**config.mk**
```make
export PLATFORM = sky130hd
export DESIGN_NAME = keypad_encoder_flat
export DESIGN_NICKNAME = d
export VERILOG_FILES = /design/src/rtl/pet_feeder_pkg.sv /design/src/rtl/keypad_encoder_if.sv /design/src/rtl/keypad_encoder_row_sync.sv /design/src/rtl/keypad_encoder.sv /design/src/flat_wrapper.sv
export SDC_FILE = /design/constraint.sdc
export NUM_CORES = 1
export LEC_CHECK = 0
export ABC_CLOCK_PERIOD_IN_PS = 8500
export BUFFER_PORTS_ARGS = -buffer_cell sky130_fd_sc_hd__buf_2
export CAP_MARGIN = 25
export CORE_MARGIN = 2
export CORE_UTILIZATION = 35
export CTS_BUF_LIST = sky130_fd_sc_hd__clkbuf_8
export DETAILED_ROUTE_END_ITERATION = 6
export PLACE_DENSITY = 0.58
export SLEW_MARGIN = 20
export SYNTH_ARGS = -nofsm -noshare
export SYNTH_HDL_FRONTEND = slang
export SYNTH_SLANG_ARGS = --single-unit
export TNS_END_PERCENT = 20
```
**constraint.sdc**
```tcl
create_clock -name clock -period 8.5 [get_ports clock]
set_input_delay 1.7 -clock clock [delete_from_list [all_inputs] [get_ports clock]]
set_output_delay 1.7 -clock clock [all_outputs]
set_load 0.03 [all_outputs]
```
**src/rtl/pet_feeder_pkg.sv**
```systemverilog
// Shared pet feeder types: option codes, keypad FSM states and the keypad key map.
package pet_feeder_pkg;

  localparam int unsigned KP_LINES = 4;

  typedef enum logic [2:0] {
    IDLE      = 3'b000,
    POUR_FOOD = 3'b001,
    STOP_FOOD = 3'b010,
    INTERVAL  = 3'b011,
    RESET     = 3'b100
  } option_e;

  typedef enum logic [1:0] {
    KP_SCAN,
    KP_DEBOUNCE,
    KP_EMIT,
    KP_RELEASE
  } kp_state_e;

  typedef enum logic [1:0] {
    KEY_NONE,
    KEY_DIGIT,
    KEY_OPTION
  } key_class_e;

  typedef struct packed {
    key_class_e  cls;
    logic [3:0]  code;
  } key_entry_t;

  // Indexed by {row, col}: r0 = 1 2 3 A, r1 = 4 5 6 B, r2 = 7 8 9 C, r3 = * 0 # D
  localparam key_entry_t KEY_MAP [16] = '{
    '{KEY_DIGIT,  4'd1}, '{KEY_DIGIT,  4'd2}, '{KEY_DIGIT, 4'd3}, '{KEY_OPTION, 4'(POUR_FOOD)},
    '{KEY_DIGIT,  4'd4}, '{KEY_DIGIT,  4'd5}, '{KEY_DIGIT, 4'd6}, '{KEY_OPTION, 4'(STOP_FOOD)},
    '{KEY_DIGIT,  4'd7}, '{KEY_DIGIT,  4'd8}, '{KEY_DIGIT, 4'd9}, '{KEY_OPTION, 4'(INTERVAL)},
    '{KEY_OPTION, 4'(IDLE)}, '{KEY_DIGIT, 4'd0}, '{KEY_NONE, 4'd0}, '{KEY_OPTION, 4'(RESET)}
  };

  // Index of the lowest-numbered row pulled low (0 when none is low).
  function automatic logic [1:0] lowest_low(input logic [KP_LINES-1:0] rows_n);
    logic [1:0] idx;
    idx = 2'd0;
    for (int i = KP_LINES - 1; i >= 0; i--) begin
      if (!rows_n[i]) idx = 2'(i);
    end
    return idx;
  endfunction

endpackage

```
**src/rtl/keypad_encoder_if.sv**
```systemverilog
// Keyboard bus from the keypad encoder (master) to pet_feeder (slave).
interface keypad_encoder_if;

  logic [2:0] keyboard_option;
  logic       option_enable;
  logic [3:0] keyboard_digit;
  logic       digit_enable;

  modport master (
    output keyboard_option,
    output option_enable,
    output keyboard_digit,
    output digit_enable
  );

  modport slave (
    input keyboard_option,
    input option_enable,
    input keyboard_digit,
    input digit_enable
  );

endinterface

```
**src/rtl/keypad_encoder_row_sync.sv**
```systemverilog
// Two-flop synchronizer for asynchronous active-low keypad rows; idles all-ones.
module row_sync #(
  parameter int unsigned WIDTH = 4
) (
  input  logic             clock,
  input  logic             reset,
  input  logic [WIDTH-1:0] d_i,
  output logic [WIDTH-1:0] q_o
);

  logic [WIDTH-1:0] meta_q;
  logic [WIDTH-1:0] sync_q;

  // Two-stage capture; reset to released (all rows high).
  always_ff @(posedge clock or negedge reset) begin
    if (!reset) begin
      meta_q <= '1;
      sync_q <= '1;
    end else begin
      meta_q <= d_i;
      sync_q <= meta_q;
    end
  end

  assign q_o = sync_q;

endmodule

```
**src/rtl/keypad_encoder.sv**
```systemverilog
// 4x4 keypad scanner: column rotation, debounce of press/release, and encoding
// of accepted keys onto the pet_feeder keyboard bus.
module keypad_encoder
  import pet_feeder_pkg::*;
#(
  parameter int unsigned SCAN_DIV = 1000,
  parameter int unsigned DEBOUNCE = 8
) (
  input  logic                clock,
  input  logic                reset,
  input  logic [KP_LINES-1:0] row_n,
  output logic [KP_LINES-1:0] col_n,
  keypad_encoder_if.master    kbd
);

  localparam int unsigned DW = $clog2(SCAN_DIV);
  localparam int unsigned MW = $clog2(DEBOUNCE + 1);

  kp_state_e     state_q, state_d;
  logic [DW-1:0] dwell_q, dwell_d;
  logic [MW-1:0] match_q, match_d;
  logic [1:0]    col_idx_q, col_idx_d;
  logic [1:0]    row_q, row_d;
  logic [3:0]    col_n_q, col_n_d;
  logic [2:0]    opt_q, opt_d;
  logic          opt_en_q, opt_en_d;
  logic [3:0]    dig_q, dig_d;
  logic          dig_en_q, dig_en_d;

  logic [KP_LINES-1:0] row_s;
  logic                sample_c;
  logic                any_low_c;
  logic [1:0]          low_row_c;
  logic [MW-1:0]       match_inc_c;
  logic                fire_c;
  key_entry_t          entry_c;

  row_sync #(.WIDTH(KP_LINES)) u_row_sync (
    .clock (clock),
    .reset (reset),
    .d_i   (row_n),
    .q_o   (row_s)
  );

  assign sample_c    = (dwell_q == DW'(SCAN_DIV - 1));
  assign any_low_c   = ~&row_s;
  assign low_row_c   = lowest_low(row_s);
  assign match_inc_c = (match_q == MW'(DEBOUNCE)) ? match_q : match_q + MW'(1);
  assign dwell_d     = sample_c ? '0 : dwell_q + DW'(1);

  // Next-state, counters and encoded outputs.
  always_comb begin
    state_d   = state_q;
    match_d   = match_q;
    col_idx_d = col_idx_q;
    row_d     = row_q;
    opt_d     = opt_q;
    opt_en_d  = 1'b0;
    dig_d     = dig_q;
    dig_en_d  = 1'b0;
    fire_c    = 1'b0;
    entry_c   = KEY_MAP[0];

    case (state_q)
      KP_SCAN: begin
        if (sample_c) begin
          if (any_low_c) begin
            row_d = low_row_c;
            if (DEBOUNCE == 1) begin
              state_d = KP_EMIT;
              match_d = '0;
              fire_c  = 1'b1;
            end else begin
              state_d = KP_DEBOUNCE;
              match_d = MW'(1);
            end
          end else begin
            col_idx_d = col_idx_q + 2'd1;
          end
        end
      end
      KP_DEBOUNCE: begin
        if (sample_c) begin
          if (any_low_c && (low_row_c == row_q)) begin
            if (match_inc_c == MW'(DEBOUNCE)) begin
              state_d = KP_EMIT;
              match_d = '0;
              fire_c  = 1'b1;
            end else begin
              match_d = match_inc_c;
            end
          end else begin
            state_d   = KP_SCAN;
            match_d   = '0;
            col_idx_d = col_idx_q + 2'd1;
          end
        end
      end
      KP_EMIT: begin
        state_d = KP_RELEASE;
        match_d = '0;
      end
      KP_RELEASE: begin
        if (sample_c) begin
          if (!any_low_c) begin
            if (match_inc_c == MW'(DEBOUNCE)) begin
              state_d   = KP_SCAN;
              match_d   = '0;
              col_idx_d = col_idx_q + 2'd1;
            end else begin
              match_d = match_inc_c;
            end
          end else begin
            match_d = '0;
          end
        end
      end
      default: begin
        state_d = KP_SCAN;
        match_d = '0;
      end
    endcase

    // Value and enable are registered together so data is valid with the pulse.
    if (fire_c) begin
      entry_c = KEY_MAP[{row_d, col_idx_q}];
      case (entry_c.cls)
        KEY_DIGIT: begin
          dig_d    = entry_c.code;
          dig_en_d = 1'b1;
        end
        KEY_OPTION: begin
          opt_d    = entry_c.code[2:0];
          opt_en_d = 1'b1;
        end
        default: ;
      endcase
    end

    col_n_d = ~(4'b0001 << col_idx_d);
  end

  // State, counter and output registers.
  always_ff @(posedge clock or negedge reset) begin
    if (!reset) begin
      state_q   <= KP_SCAN;
      dwell_q   <= '0;
      match_q   <= '0;
      col_idx_q <= 2'd0;
      row_q     <= 2'd0;
      col_n_q   <= 4'b1110;
      opt_q     <= 3'(IDLE);
      opt_en_q  <= 1'b0;
      dig_q     <= 4'd0;
      dig_en_q  <= 1'b0;
    end else begin
      state_q   <= state_d;
      dwell_q   <= dwell_d;
      match_q   <= match_d;
      col_idx_q <= col_idx_d;
      row_q     <= row_d;
      col_n_q   <= col_n_d;
      opt_q     <= opt_d;
      opt_en_q  <= opt_en_d;
      dig_q     <= dig_d;
      dig_en_q  <= dig_en_d;
    end
  end

  assign col_n               = col_n_q;
  assign kbd.keyboard_option = opt_q;
  assign kbd.option_enable   = opt_en_q;
  assign kbd.keyboard_digit  = dig_q;
  assign kbd.digit_enable    = dig_en_q;

endmodule

```
**src/flat_wrapper.sv**
```systemverilog
// flat-port wrapper written by rule: the top's interface ports become plain ports
module keypad_encoder_flat import pet_feeder_pkg::*;
#(
  parameter int unsigned SCAN_DIV = 1000,
  parameter int unsigned DEBOUNCE = 8
)
  (clock, reset, row_n, col_n, kbd_keyboard_option, kbd_option_enable, kbd_keyboard_digit, kbd_digit_enable);
  keypad_encoder_if kbd_i ();
  input  logic clock;
  input  logic reset;
  input  logic [KP_LINES-1:0] row_n;
  output logic [KP_LINES-1:0] col_n;
  output wire logic [$bits(kbd_i.keyboard_option)-1:0] kbd_keyboard_option;
  output wire logic [$bits(kbd_i.option_enable)-1:0] kbd_option_enable;
  output wire logic [$bits(kbd_i.keyboard_digit)-1:0] kbd_keyboard_digit;
  output wire logic [$bits(kbd_i.digit_enable)-1:0] kbd_digit_enable;
  assign kbd_keyboard_option = kbd_i.keyboard_option;
  assign kbd_option_enable = kbd_i.option_enable;
  assign kbd_keyboard_digit = kbd_i.keyboard_digit;
  assign kbd_digit_enable = kbd_i.digit_enable;
  keypad_encoder #(.SCAN_DIV(SCAN_DIV), .DEBOUNCE(DEBOUNCE)) u_core (.clock(clock), .reset(reset), .row_n(row_n), .col_n(col_n), .kbd(kbd_i));
endmodule
```
Yosys cells after proc, flatten, opt, wreduce, memory -nomap -nowiden
Memories as Yosys holds them, arrays and structs flattened.
Cells that the tools add are included.
- $add $sub $neg: 3
- $mul: 0
- div/mod/pow operators: 0
- order comparisons: 1
- equal/unequal tests: 16
- shift operators: 1
- multiplexer cells: 44
- bitwise gates (word level): 2
- reduce and logical (&&, ||, !) cells: 8
- operator list (cell ; count):
    2-to-1 mux 2 bit ; 22
    2-to-1 mux 4 bit ; 8
    one-hot mux 4 bit (4 select lines) ; 1
    2-to-1 mux 6 bit ; 2
    adder 10 x 1 -> 10 bit (second input constant) ; 1
    == test 10 bit (second input constant) ; 1
    2-to-1 mux 10 bit ; 1
    inequality test 2 x 1 -> 1 bit (second input constant) ; 5
    == test 4 bit (second input constant) ; 2
    2-to-1 mux 1 bit ; 8
    one-hot mux 2 bit (4 select lines) ; 1
    AND reduction 4 bit ; 2
    AND reduction 7 bit ; 1
    == test 2 bit (second input constant) ; 3
    one-hot mux 2 bit (3 select lines) ; 1
    >= comparator 5 bit (second input constant) ; 1
    inverter 4 -> 5 bit ; 1
    adder 4 x 1 -> 4 bit (second input constant) ; 1
    == test 2 x 1 -> 1 bit (second input constant) ; 2
    inverter 4 bit ; 1
    AND reduction 2 bit ; 2
    << shifter 1 x 2 -> 4 bit (first input constant) ; 1
    inequality test 3 bit (second input constant) ; 1
    adder 2 x 1 -> 2 bit (second input constant) ; 1
    5 further kinds ; 5
- register bits: 41
- latch bits: 0
- bits in writable memories: 0
- bits in read-only memories: 96
- input bits: 6
- output and inout port bits: 13
- logic and storage cells: 88
- memories kept: 1
- memory list (name ; depth ; bits a word ; rd ports ; clocked after Yosys merged registers in ; wr ports ; line ; RTL):
    (no name shown) ; 16 ; 6 ; 1 ; 0 ; 0 ; keypad_encoder.sv:126 ; entry_c = KEY_MAP[{row_d, col_idx_q}];

Depth between registers and ports, before layout
Gate-level depths: netlist of run 1.
- word-level depth: 14
- mapped depth: 9
- depth with buffers taken out: 8

Hierarchy
Synthesis of run 1 repeated with hierarchy kept, for this count alone.
- cells, all modules: 194
- area total of the unflattened synthesis: 2087.0 µm²
- by module, submodules not included (module ; instances ; cells an instance ; area each (µm²) ; seq. area each (µm²)):
    keypad_encoder ; 1 ; 186 ; 1876.8 ; 829.5
    row_sync ; 1 ; 8 ; 210.2 ; 210.2

Worst setup path after synthesis of run 1
OpenSTA, ideal clock, no wires.
- path type: register -> register
- from: register u_core.match_q[0]
- to: register u_core.dig_q[0] (netlist: u_core.kbd.keyboard_digit[0])
- setup time: 125 ps
- arrival time: 2548 ps
- slack: 5827 ps
- cell stages (with the launch flop): 9
- path buffers: 0
- period minus slack after synthesis: 2673 ps
- cells stage by stage: dfrtp_1 -> inv_1 -> ha_1 -> a211o_1 -> a221oi_2 -> nand3_1 -> or3_1 -> a311oi_4 -> mux2_4
- cells in the longest elaborated chain, start to end: 8
- elaborated cells on any way between the ends: 9
- RTL lines (item ; line ; RTL):
    from (decl) ; keypad_encoder.sv:21 ; logic [MW-1:0] match_q, match_d;
    from (signal assigned) ; keypad_encoder.sv:159 ; match_q <= match_d;
    adder 4 x 1 -> 4 bit or == test 4 bit (tied branches) ; keypad_encoder.sv:48 ; assign match_inc_c = (match_q == MW'(DEBOUNCE)) ? match_q : match_q + MW'(1);
    2-to-1 mux 4 bit (*) ; keypad_encoder.sv:48 ;
    == test 4 bit (*) ; keypad_encoder.sv:85 ; if (match_inc_c == MW'(DEBOUNCE)) begin
    2-to-1 mux 1 bit (*) ; keypad_encoder.sv:85 ;
    2-to-1 mux 1 bit (*) ; keypad_encoder.sv:84 ; if (any_low_c && (low_row_c == row_q)) begin
    2-to-1 mux 1 bit (*) ; keypad_encoder.sv:83 ; if (sample_c) begin
    2-to-1 mux 1 bit (*) ; keypad_encoder.sv:64 ; case (state_q)
    AND reduction 2 bit (no line) (*) ; -- ;
    to (signal assigned) ; keypad_encoder.sv:165 ; dig_q <= dig_d;
    to (decl) ; keypad_encoder.sv:27 ; logic [3:0] dig_q, dig_d;
Every way passes the cells marked *; elsewhere a longest branch is shown, timed or not.
A chain may end at the register's enable or synchronous reset.

Worst setup path after layout of run 1
- from: register u_core.match_q[0]
- to: register u_core.dig_q[1] (netlist: u_core.kbd.keyboard_digit[1])
The elaborated chain is that of the path after synthesis.

==> results of run 1 <==
sequential cells by signal, indices dropped and copies added (netlist names), named ones only:
name and cells:
u_core.dwell_q 10, u_core.col_n 4, u_core.kbd.keyboard_digit 4, u_core.match_q 4, u_core.u_row_sync.meta_q 4, u_core.u_row_sync.q_o 4
u_core.kbd.keyboard_option 3, u_core.col_idx_q 2, u_core.row_q 2, u_core.kbd.digit_enable 1, u_core.kbd.option_enable 1, u_core.state_q 1
critical path: cells and delay by family (launching register included):
family | cells | cell delay (ps)
adder cells (fa/ha/maj) | 1 | 240
AO/OA/AOI/OAI | 3 | 1200
buffers and inverters | 1 | 110
AND/OR/NAND/NOR | 2 | 620
flip-flops | 1 | 380
multiplexers | 1 | 340
metal layers:
layer,vias up,track usage,share of wire
met4,0,0.0390,0.0074
met3,5,0.0292,0.027
li1,822,-,-
met5,-,0,0
met2,21,0.197,0.45
met1,817,0.187,0.52
per-stage QoR:
step	utilization	setup slack (ps)	total power, uW
after detailed placement	0.384	5540	213
final	0.398	5490	337
after global placement	0.384	5650	213
after global routing	0.398	5360	350
after floorplan	-	5830	207
after CTS	0.398	5520	344
power by group:
part | total (uW) | switching, uW | internal [uW] | leakage (uW)
Combinational | 8.46 | 6.04 | 2.42 | 0.000487
Sequential | 201 | 1.95 | 199 | 0.000521
Clock | 128 | 64.2 | 63.8 | 0.0000538
kinds of logic after synthesis:
logic type	count (synthesis)	share of synthesized area
adder cells (fa/ha/maj)	7	0.0379
XOR/XNOR	9	0.0341
AND/OR/NAND/NOR	69	0.176
AO/OA/AOI/OAI	57	0.211
multiplexers	10	0.0514
flip-flops	41	0.450
buffers and inverters	21	0.0400
path summary, 6_finish.rpt:
path                                                 to  slack [ps]                         from
min in group asynchronous             u_core.match_q[1]        1520                        reset
max in group asynchronous       u_core.kbd.digit_enable        6410                        reset
max                        u_core.kbd.keyboard_digit[1]        5490            u_core.match_q[0]
min reg2reg                    u_core.u_row_sync.q_o[1]         360  u_core.u_row_sync.meta_q[1]
max reg2reg                u_core.kbd.keyboard_digit[1]        5490            u_core.match_q[0]
min                            u_core.u_row_sync.q_o[1]         360  u_core.u_row_sync.meta_q[1]
final cells by class:
| class | instances | area, um2 |
|---|---|---|
| flip-flops and latches | 41 | 1040 |
| inverters | 12 | 45.0 |
| clock buffers | 6 | 82.6 |
| multi-input cells | 152 | 1180 |
| clock inverters | 2 | 7.51 |
| well taps | 77 | 96.3 |
| repair buffers | 18 | 90.1 |
| fillers | 638 | 3840 |
cells in the final DEF, fill, tap and decap left out, drive strengths merged, types with 2 or more instances in the layout:
cell,instances
dfrtp,30
buf,18
inv,14
nand2,13
o21ai,12
dfstp,11
nand3,11
nor2,10
nand4,7
a21oi,7
ha,7
clkbuf,6
mux2,6
xnor2,5
xor2,4
a31oi,4
a21o,4
mux2i,4
and2,3
nor3,3
and4,3
nand3b,3
or3,3
o31ai,3
o21a,3
nand4bb,2
or2,2
nor2b,2
and3,2
o22ai,2
o41ai,2
==> impl_metrics.csv, run 1 <==
group,metric,value,unit
worst_setup_path,crit_type,"flip-flop to flip-flop",
min_path,hold_depth,0,
yosys,yosys_warnings,0,
routing,dr_total_vias,1665,
min_path,hp-class,"flip-flop to flip-flop",
yosys,synthArstFlopShare,1.00,
yosys,synthesis.area,2310,um2
clock_tree,clk_latency,290,ps
routing,first_pass_iters,4,
die,initial_core_util,0.362,
sta,fin_skew,9.60,ps
routing,drc,0,
clock_tree,cts.root.buffer_cell,"clkbuf_8",
place,dpl-instance-area,2450,um2
yosys,synthTopCellsByArea,"dfrtp_1 (32%), dfstp_2 (13%), ha_1 (3.8%)",
yosys,syn-num-nets,227,
clock_tree,numCtsBuffers,5,
worst_setup_path,required,8680,ps
place,gp_congestion,0.842,
sta,fin_crit,3010,ps
sta,fin_tns_setup,0,ps
worst_setup_path,path_max_fanout,6,
global_routing,grt_pass1_wl,7.64,mm
sta,clock.fmax,332,MHz
sta,holdWs,357,ps
sta,setup_viol,0,
clock_tree,cts_tree,"yes",
flow_run,maxCapViolCount,0,
sta,drv_slew,0,
yosys,yosysMostFrequentCell,"dfrtp_1",
outcome,status,"complete, no violations",
global_routing,antenna_found_initial,0,
die,die_w,85.3,um
worst_setup_path,r2r_cells,8,
place,place_hpwl,3.38,mm
power,pwr_density_cell,133,nW/um2
worst_setup_path,crit_path_cell_trace,"inv_1 > ha_1 > a211o_1 > a221oi_2 > nand3_1 > or3_1 > a311oi_4 > mux2_4",
sta,max_slew_margin,0.295,
global_routing,grt_start_max_net_pins,42,
worst_setup_path,cpPeakStageDelay,440,ps
layout,insertedDiodeCount,0,
power,leakage,0.00106,uW
global_routing,globalRouteTotalUtil,0.131,
die,die-area,7270,um2
layout,layout.nets,243,
yosys,avgSynthCellArea,10.8,um2
die,rows,29,
sta,period_share,0.354,
clock_tree,post_cts_buffers,0,
layout,instances_no_fill,308,
routing,routedWlPerCell,14.8,um
routing,final_antenna_net_count,0,
yosys,synth_ff_type,"dfrtp_1",
layout,area_growth,9.90,%
worst_setup_path,cp-end-kind,"flip-flop",
place,port_buffers,18,
worst_setup_path,worst_path_max_delay_cell,"a221oi_2",
routing,routed_wl,4.57,mm
die,io_pins,19,
worst_setup_path,critPathLaunchType,"flip-flop",
clock_tree,cts_resized,0,
routing,vias_per_cell,5.41,
clock_tree,clkTransAtPathRegs,80,ps
clock_tree,clockBufferDepth,2,
clock_tree,cts.sinks,41,
place,dp_cells,300,
global_routing,grt_pass1_vias,1564,
yosys,synth-edff-count,0,
routing,first_iter_violations,64,
die,core-area,6390,um2
yosys,ys_ff_latch,41,
clock_tree,htreeDepth,2,
sta,tightest_slew,1050,ps
clock_tree,postCtsHoldBufs,0,
die,die_h,85.3,um
layout,final_cell_area,2540,um2
yosys,synthDistinctLibCells,63,
global_routing,grt-ovfl-total,0,
sta,final-hold-violation-count,0,
yosys,yosysTopAreaCell,"dfrtp_1",
worst_setup_path,arrival,3190,ps
yosys,ys_top_cells_by_count,"dfrtp_1 (30), nand2_1 (13), o21ai_0 (12)",
sta,rsz0062_at_grt,"no",
yosys,syn_inst,214,
power,ir_worst_vdd,85.3,uV
yosys,yosysSeqAreaShare,0.450,
layout,layout-drive-gt1-share,0.234,
yosys,netlist.area_leader.share,0.325,
(Power assumes the default switching activity.)
==> inputs of run 2 (changes only) <==
--- a/config.mk
+++ b/config.mk
@@ -5,14 +5,14 @@
 export SDC_FILE = /design/constraint.sdc
 export NUM_CORES = 1
 export LEC_CHECK = 0
-export ABC_CLOCK_PERIOD_IN_PS = 8500
+export ABC_CLOCK_PERIOD_IN_PS = 2500
 export BUFFER_PORTS_ARGS = -buffer_cell sky130_fd_sc_hd__buf_2
 export CAP_MARGIN = 25
 export CORE_MARGIN = 2
 export CORE_UTILIZATION = 35
 export CTS_BUF_LIST = sky130_fd_sc_hd__clkbuf_8
 export DETAILED_ROUTE_END_ITERATION = 6
-export PLACE_DENSITY = 0.58
+export PLACE_DENSITY = 0.6
 export SLEW_MARGIN = 20
 export SYNTH_ARGS = -nofsm -noshare
 export SYNTH_HDL_FRONTEND = slang
==> constraint.sdc (replaced) <==
create_clock -name clock -period 2.5 [get_ports clock]
set_input_delay 0.5 -clock clock [delete_from_list [all_inputs] [get_ports clock]]
set_output_delay 0.5 -clock clock [all_outputs]
set_load 0.03 [all_outputs]
==> run 2 against run 1 <==
Compared with the run above: the run now ends with setup timing left; maximum frequency increased by 19%; count of clock-buffer cells in the layout shrank 1; sequential cell count stayed put; largest cell class unchanged.
==> impl_metrics.csv, run 2 (synthesized netlist as in run 1, its figures left out) <==
group,metric,value,unit
worst_setup_path,critPathBufInv,2,
die,core-area,6390,um2
min_path,hp-class,"input pin to async pin",
die,die_w,85.3,um
clock_tree,clk_latency,290,ps
worst_setup_path,required,2680,ps
worst_setup_path,r2r_cells,8,
outcome,violations,"setup timing",
place,pre_cts_ws,-93.9,ps
clock_tree,cts.root.buffer_cell,"clkbuf_8",
place,dpl-instance-area,2700,um2
place,port_buffers,18,
layout,final_common_cell,"buf_4",
global_routing,grt_pass1_wl,8.28,mm
worst_setup_path,critPathTopFamily,"compound AO/OA/AOI/OAI gates",
power,leakage,0.00125,uW
sta,period_share,1.01,
global_routing,grt-ovfl-total,0,
worst_setup_path,path_depth,8,
die,die-area,7270,um2
layout,area_growth,24.2,%
die,rows,29,
die,die_h,85.3,um
layout,mostFrequentLayoutCells,"buf_4 (35), dfrtp_1 (30), buf_2 (18)",
layout,nFillCells,622,
routing,routedWlPerCell,13.8,um
routing,vias_per_cell,5.11,
layout,regArea,1040,um2
worst_setup_path,critPathLaunchType,"flip-flop",
clock_tree,cts_tree,"yes",
worst_setup_path,cpPeakStageDelay,430,ps
clock_tree,numCtsBuffers,5,
sta,max_slew_margin,0.678,
global_routing,globalRouteTotalUtil,0.142,
layout,layout-drive-gt1-share,0.356,
worst_setup_path,cp-end-kind,"flip-flop",
outcome,status,"finished, violations left",
sta,setup_viol,3,
place,gp_congestion,0.877,
clock_tree,clockBufferDepth,2,
place,place_hpwl,3.67,mm
sta,drv_slew,0,
sta,tightest_slew,483,ps
sta,rsz0062_at_grt,"yes",
layout,largest-register,"u_core.dwell_q",
layout,insertedDiodeCount,0,
sta,final-hold-violation-count,0,
flow_run,maxCapViolCount,0,
layout,layout.nets,279,
clock_tree,clkTransAtPathRegs,80,ps
routing,routed_wl,4.75,mm
clock_tree,htreeDepth,2,
global_routing,grt_start_max_net_pins,42,
routing,first_pass_iters,4,
worst_setup_path,worst_path_max_delay_cell,"or3b_4",
sta,fin_crit,2520,ps
power,pwr_density_cell,390,nW/um2
routing,drc,0,
layout,multi_input_area,1230,um2
die,io_pins,19,
global_routing,antenna_found_initial,0,
layout,final_cell_area,2870,um2
layout,instances_no_fill,344,
die,initial_core_util,0.362,
sta,fin_skew,8.94,ps
layout,largest_register_ff_count,10,
place,dp_cells,329,
worst_setup_path,path_max_fanout,5,
worst_setup_path,crit_path_cell_trace,"or3b_4 > buf_4 > o41ai_4 > o21a_4 > inv_2 > o211a_4 > a311oi_4 > mux2_4",
power,ir_worst_vdd,255,uV
sta,holdWs,158,ps
routing,first_iter_violations,64,
routing,final_antenna_net_count,0,
clock_tree,cts.sinks,41,
clock_tree,postCtsHoldBufs,0,
sta,clock.fmax,397,MHz
sta,fin_ws,-21.9,ps
global_routing,grt_pass1_vias,1759,
routing,dr_total_vias,1759,
worst_setup_path,crit_type,"flip-flop to flip-flop",
worst_setup_path,arrival,2700,ps
run 2: area by class of cell:
class	count	area share
Multi-Input combinational cell	152	0.429
Sequential cell	41	0.362
Timing Repair Buffer	54	0.132
Tap cell	77	0.0335
Clock buffer	5	0.0240
Inverter	12	0.0157
Clock inverter	3	0.00392
run 2: what timing repair did:
action | CTS | global route
setup buffers | 0 | 6
endpoints found under the setup margin | 7 | 7
gates resized for setup | 4 | 0
pin swaps | 6 | 3
run 2: power breakdown:
group | switching (uW) | internal, uW
combinational | 24.0 | 17.0
clock | 214 | 186
sequential | 4.57 | 675
run 2: worst paths after layout:
check / from / to / slack [ps]
min reg2reg: u_core.u_row_sync.meta_q[3] / u_core.u_row_sync.q_o[3] / 360
max in group asynchronous: reset / u_core.u_row_sync.q_o[0] / 1780
max reg2reg: u_core.dwell_q[3] / u_core.kbd.keyboard_digit[2] / -20
max: u_core.dwell_q[3] / u_core.kbd.keyboard_digit[2] / -20
min in group clock: row_n[2] / u_core.u_row_sync.meta_q[2] / 300
min: reset / u_core.kbd.keyboard_option[1] / 160
run 2: layer usage:
| layer | up-vias | wire length (um) | track usage |
|---|---|---|---|
| met5 | - | 0 | 0 |
| met4 | 0 | 62 | 0.0519 |
| met3 | 8 | 169 | 0.0272 |
| met2 | 28 | 2180 | 0.227 |
| met1 | 823 | 2350 | 0.193 |
| li1 | 900 | - | - |
run 2: per-stage QoR:
stage	utilization	total power, uW	TNS, ps
floorplan	-	703	-85.0
global placement	0.423	728	-62.3
finish	0.450	1120	-61.2
detailed placement	0.423	729	-392
global route	0.450	1180	-712
CTS	0.438	1140	-179
